### config.mk
export PLATFORM = sky130hd
export DESIGN_NAME = curve_lut_pipeline
export DESIGN_NICKNAME = d
export VERILOG_FILES = /design/src/rtl/curve_lut_pipeline.sv
export SDC_FILE = /design/constraint.sdc
export NUM_CORES = 2
export LEC_CHECK = 0
export CAP_MARGIN = 40
export CELL_PAD_IN_SITES_DETAIL_PLACEMENT = 2
export CELL_PAD_IN_SITES_GLOBAL_PLACEMENT = 2
export CORE_UTILIZATION = 40
export DETAILED_ROUTE_END_ITERATION = 10
export PLACE_DENSITY = 0.65
export REMOVE_ABC_BUFFERS = 1
export SYNTH_ARGS = -nofsm -noshare
export SYNTH_HDL_FRONTEND = slang
export SYNTH_SLANG_ARGS = --single-unit
export TNS_END_PERCENT = 50
### constraint.sdc
create_clock -name clk -period 2.7 [get_ports clk]
set_input_delay 0.27 -clock clk [delete_from_list [all_inputs] [get_ports clk]]
set_output_delay 0.27 -clock clk [all_outputs]
set_load 0.05 [all_outputs]
### src/rtl/curve_lut_pipeline.sv
// Two-stage signed-clamp LUT pipeline with ready/valid handshake and a cfg write port.
// Define CURVE_LUT_INIT_FILL_EN to add the post-reset FILL state that loads LUT[k] = k >> INIT_SHIFT.
module curve_lut_pipeline #(
  parameter int WIDTH      = 16,
  parameter int DEPTH      = 256,
  parameter int INIT_SHIFT = 2,
  localparam int AW        = (DEPTH > 1) ? $clog2(DEPTH) : 1
) (
  input  logic             clk,
  input  logic             rst,
  input  logic [WIDTH-1:0] in_data,
  input  logic             in_valid,
  output logic             in_ready,
  output logic [WIDTH-1:0] out_data,
  output logic             out_valid,
  input  logic             out_ready,
  input  logic             cfg_we,
  input  logic [AW-1:0]    cfg_addr,
  input  logic [WIDTH-1:0] cfg_wdata,
  output logic             busy
);
  localparam logic [WIDTH:0] MAX_IDX = (WIDTH+1)'(DEPTH - 1);

  logic [WIDTH-1:0] lut [DEPTH];
  logic             run;
  logic             adv;
  logic [AW-1:0]    clamp_addr;
  logic [AW-1:0]    a_addr;
  logic             a_valid;
  logic             lut_we;
  logic [AW-1:0]    lut_waddr;
  logic [WIDTH-1:0] lut_wdata;
  logic             fill_we;
  logic [AW-1:0]    fill_addr;
  logic [WIDTH-1:0] fill_data;

`ifdef CURVE_LUT_INIT_FILL_EN
  // state | meaning
  // FILL  | loading LUT[k] = k >> INIT_SHIFT, one entry per cycle
  // RUN   | streaming samples, cfg writes accepted
  typedef enum logic {FILL, RUN} state_t;

  state_t        state;
  logic [AW-1:0] fill_cnt;

  always_ff @(posedge clk) begin
    if (rst) begin
      state    <= FILL;
      fill_cnt <= '0;
      busy     <= 1'b1;
    end else if (state == FILL) begin
      if (fill_cnt == AW'(DEPTH - 1)) begin
        state <= RUN;
        busy  <= 1'b0;
      end else begin
        fill_cnt <= fill_cnt + 1'b1;
      end
    end
  end

  assign run       = (state == RUN);
  assign fill_we   = (state == FILL) & ~rst;
  assign fill_addr = fill_cnt;
  assign fill_data = WIDTH'(fill_cnt >> INIT_SHIFT);
`else
  assign run       = 1'b1;
  assign busy      = 1'b0;
  assign fill_we   = 1'b0;
  assign fill_addr = '0;
  assign fill_data = '0;
`endif

  assign adv      = out_ready | ~out_valid;
  assign in_ready = adv & run & ~rst;

  always_comb begin
    if (in_data[WIDTH-1]) begin
      clamp_addr = '0;
    end else if ({1'b0, in_data} > MAX_IDX) begin
      clamp_addr = AW'(DEPTH - 1);
    end else begin
      clamp_addr = in_data[AW-1:0];
    end
  end

  // Fill and cfg never write in the same cycle, so a simple priority mux suffices.
  assign lut_we    = fill_we | (cfg_we & run & ~rst);
  assign lut_waddr = fill_we ? fill_addr : cfg_addr;
  assign lut_wdata = fill_we ? fill_data : cfg_wdata;

  always_ff @(posedge clk) begin
    if (lut_we) begin
      lut[lut_waddr] <= lut_wdata;
    end
  end

  // Both stages advance together; the stage-B read sees pre-write data on a same-edge cfg write.
  always_ff @(posedge clk) begin
    if (rst) begin
      a_valid   <= 1'b0;
      a_addr    <= '0;
      out_valid <= 1'b0;
      out_data  <= '0;
    end else if (adv) begin
      a_valid   <= in_valid & in_ready;
      a_addr    <= clamp_addr;
      out_valid <= a_valid;
      out_data  <= lut[a_addr];
    end
  end

endmodule

# Word-level counts from Yosys, hierarchy flattened
# Memories as Yosys holds them, arrays and structs flattened. A register that Yosys moved wholly into a read port is not among the register bits.
# Index checks and enable logic that the tools add are counted.
[totals] out_inout_bits=19 regBits=10 ramBits=4096 memories=1 input_bits=45
[memory_table] memory="lut" depth=256 width=16 rd=1 rd_ports_with_merged_regs=1 write_ports=1 line_no="24" rtl="logic [WIDTH-1:0] lut [DEPTH];"
[op_classes] n_lt_le_gt_ge=1 bitwise=6 mux=4
[ops] op="> comparator 16 x 8 -> 1 bit (second input constant)" count=1
[ops] op="two-way mux 8 bit" count=2
[ops] op="bitwise AND 1 bit" count=3
[ops] op="two-way mux 1 bit" count=2
[ops] op="NOT 1 bit" count=2
[ops] op="OR 1 bit" count=1

# Logic depth before layout (Yosys ltp)
[depth] depth_word=4 ltp_mapped=14 depth_no_buf=7

# Worst setup path before layout
# OpenSTA, ideal clock, no wires.
[synth_path] kind="reg-to-reg" startpoint="reg out_valid" endpoint="reg out_data[6] (read register of lut)" setup_slack_ns=0.079 synth_period_minus_slack_ns=2.621 t_arrival_ns=2.560 stages_incl_launch_ff=8 path_cell_list="dfxtp_1 nor2b_1 nor2_1 nand2_1 a2111oi_0 nand4_1 a2111oi_0 a221o_1"
[synth_between] elab_chain_len=2
[synth_rtl] item="start, declared" line_no="15" rtl="output logic out_valid,"
[synth_rtl] item="start signal, assigned" line_no="107" rtl="out_valid <= a_valid;"
[synth_rtl] item="NOT 1 bit" line_no="73" rtl="assign adv = out_ready | ~out_valid;"
[synth_rtl] item="OR 1 bit" line_no="73"
[synth_rtl] item="end, declared" line_no="14" rtl="output logic [WIDTH-1:0] out_data,"
# No other way between the ends.
# A chain may end at the register's enable or synchronous reset.

==> metrics.cfg <==
[die]
dieArea_mm2 = 0.399
rows = 230
die_h_um = 632
initial_core_util = 0.403
core_area_mm2 = 0.393
num_io_pins = 64
die_w_um = 632

[setup_path]
end_kind = flop
worstPathRequired_ns = 3.65
path_cells = buf_12 > buf_16 > buf_16 > buf_12 > mux4_2 > mux2i_2 > a211oi_2 > buf_4 > nand4_1 > buf_6 > a2111oi_4 > clkbuf_16 > a221o_1
crit_path_max_incr_delay_ns = 0.60
cp_max_fo = 7
critPathTopFamily = buffers and inverters
r2r_slack_ns = -0.63
critical_path_class = reg2reg
arrival_ns = 4.28
critPathLaunchType = flop
crit_buf_inv = 7
slowest_stage = a2111oi_4

[global_route]
grt_overflow = 0
grt_pass1_vias = 94209
grt_pass1_wl_um = 793000
antenna_found_initial = 34
grt_usage = 0.286
grt_max_degree = 120

[placed_design]
dp.final_hpwl_um = 357000
portBuffers = 62
place_congestion = 0.893

[yosys]
ys_seq_elements = 4122
synth_area_per_cell_um2 = 21.6
async_reset_ff_frac = 0
yosysWarningCount = 0
synth_seq_area_share = 0.779
synth_flop_cell = edfxtp_1
synth-edff-count = 4096
synth_cells = 7340
synth_cell_types = 59
syn_area_mm2 = 0.159

[route]
drt_wl_total_um = 573000
post_drt_wl_per_cell_um = 39.7
drt-pass1-iter-count = 5
routed_via_density = 6.05
first_iter_violations = 10152
drc = 0
vias = 87444
ant_nets = 0

[run_status]
violations = negative setup slack
status = complete, but fails checks

[timing]
setup_violations = 16
rsz0062_at_grt = yes
max_freq_ghz = 0.300
slew_violations = 0
setup_tns_ns = -7.79
layout_min_cycle_time_ns = 3.33
holdWs_ns = 0.132
tightest_slew_ns = 1.08
fin_worst_skew_ns = 0.0575
worst_slew_margin_rel = 0.279
hold_viol = 0
period_share = 1.23
layout_setup_ws_ns = -0.632

[power_and_ir_drop]
p_comb_frac = 0.070
peakVddDrop_uv = 548
p_seq_frac = 0.501
leakage_uw = 0.0626
p_sw_frac = 0.232
switchingPower_uw = 32700
power_density_mw_per_mm2 = 718
pwr-share-clk = 0.429
intPower_uw = 108000

[clock_network]
cts-root-buf = clkbuf_16
clkTransAtPathRegs_ns = 0.06
cts_buffer_depth = 4
cts_made_buffers = 435
htree_num_levels = 5
worstSkewPairLatency_ns = 1.01
numClockSinks = 4122
cts_tree = done

[finish]
nFillCells = 33847
layout-drive-gt1-share = 0.352
multiInputGateArea_mm2 = 0.0341
nNetsFinal = 8900
final_cell_mix = edfxtp_1, mux4_2, buf_4, clkbuf_16, mux2i_1
seqCellArea_mm2 = 0.124
final_common_cell = edfxtp_1
syn_to_final_growth_pct = 23.8

[run]
timing.max_cap.violations = 0

[hold_path]
hold_path_class = in2reg

-- cell usage after synthesis (21+ instances only) --
library cell | number | area [um^2]
edfxtp_1 | 4096 | 123000
mux4_2 | 897 | 20200
mux2i_1 | 433 | 4330
nor2_1 | 383 | 1440
nand2_1 | 211 | 792
clkbuf_1 | 170 | 638
o22ai_1 | 153 | 957
nand3_1 | 102 | 510
buf_2 | 100 | 500
nor3_1 | 70 | 350
a21oi_1 | 69 | 345
o21ai_0 | 66 | 330
o221ai_1 | 62 | 543
buf_6 | 60 | 676
buf_4 | 55 | 413
a22oi_1 | 50 | 375
nand4_1 | 31 | 194
a211oi_1 | 28 | 210
buf_1 | 27 | 101
dfxtp_1 | 26 | 521
nor4_1 | 25 | 156
a32oi_1 | 21 | 184
-- layer usage --
metal	part of all wire	track usage	wire length, um
met2	0.50	0.482	285000
met3	0.071	0.0421	40800
met4	0.047	0.119	27200
met1	0.38	0.371	221000
met5	0.000061	0	35
-- per-stage QoR --
step	instance area, um^2	total power (uW)	utilization	cells	setup WS [ns]
after floorplan	156000	79100	-	6908	-47.04
after global placement	178000	80400	0.453	13475	-1.31
after detailed placement	178000	80800	0.453	13488	-1.19
after CTS	196000	141000	0.498	14420	-0.548
after global routing	196000	144000	0.499	14442	-0.612
final	196000	141000	0.499	14451	-0.632
-- area by class of cell --
cell class                 instances  area share
clock buffer                     524      0.0575
antenna                           15    0.000191
inverter                           3    0.000134
multi-input combinational       2783       0.174
sequential                      4122       0.630
timing repair buffer            1510      0.0920
clock inverter                   274      0.0138
tap                             5220      0.0333
-- power groups by stage --
stage	combinational, uW	sequential (uW)	clock, uW
2_1_floorplan	6640	72500	0
3_3_place_gp	8370	72000	0
3_5_place_dp	8760	72000	0
4_1_cts	9620	70600	61200
5_1_grt	10000	70600	63100
6_report	9800	70600	60500
-- path summary, 6_finish.rpt --
check	startpoint	to	cells past startpoint
min reg2reg	a_valid$_SDFFE_PP0N_	out_valid$_SDFFE_PP0N_	2
max reg2reg	a_addr[0]$_SDFFE_PP0N_	out_data[6]$_SDFFE_PP0N_	13
max	a_addr[0]$_SDFFE_PP0N_	out_data[6]$_SDFFE_PP0N_	13
min	cfg_wdata[1]	lut[112][1]$_DFFE_PP_	2
-- sequential cells by signal, summed over array words and instances, names as in the netlist --
register,flops
a_valid,1
out_valid,1
out_data,16
lut,4096
a_addr,8
-- worst reg2reg max path: cells and delay by family (launching register included) --
kind	cells	cell delay [ns]
buffers and inverters	7	1.28
AND/OR/NAND/NOR	1	0.14
flip-flops	1	0.36
multiplexers	2	0.46
AO/OA/AOI/OAI	3	1.03
-- repair_timing --
item,4_1_cts,5_1_grt
cloned,23,1
hold buffers,18,0
hold endpoints to repair,1370,0
gates resized for setup,386,53
pin swaps,87,38
setup endpoints to repair,33,16
buffers inserted,110,23
-- kinds of logic after synthesis --
| kind of cell | after synthesis | synth area share |
|---|---|---|
| other | 1 | 0.0000237 |
| buffers and inverters | 435 | 0.0169 |
| AND/OR/NAND/NOR | 884 | 0.0244 |
| flip-flops | 4122 | 0.779 |
| AO/OA/AOI/OAI | 568 | 0.0247 |
| multiplexers | 1330 | 0.155 |
No activity file was read; power rests on OpenSTA's default activity.
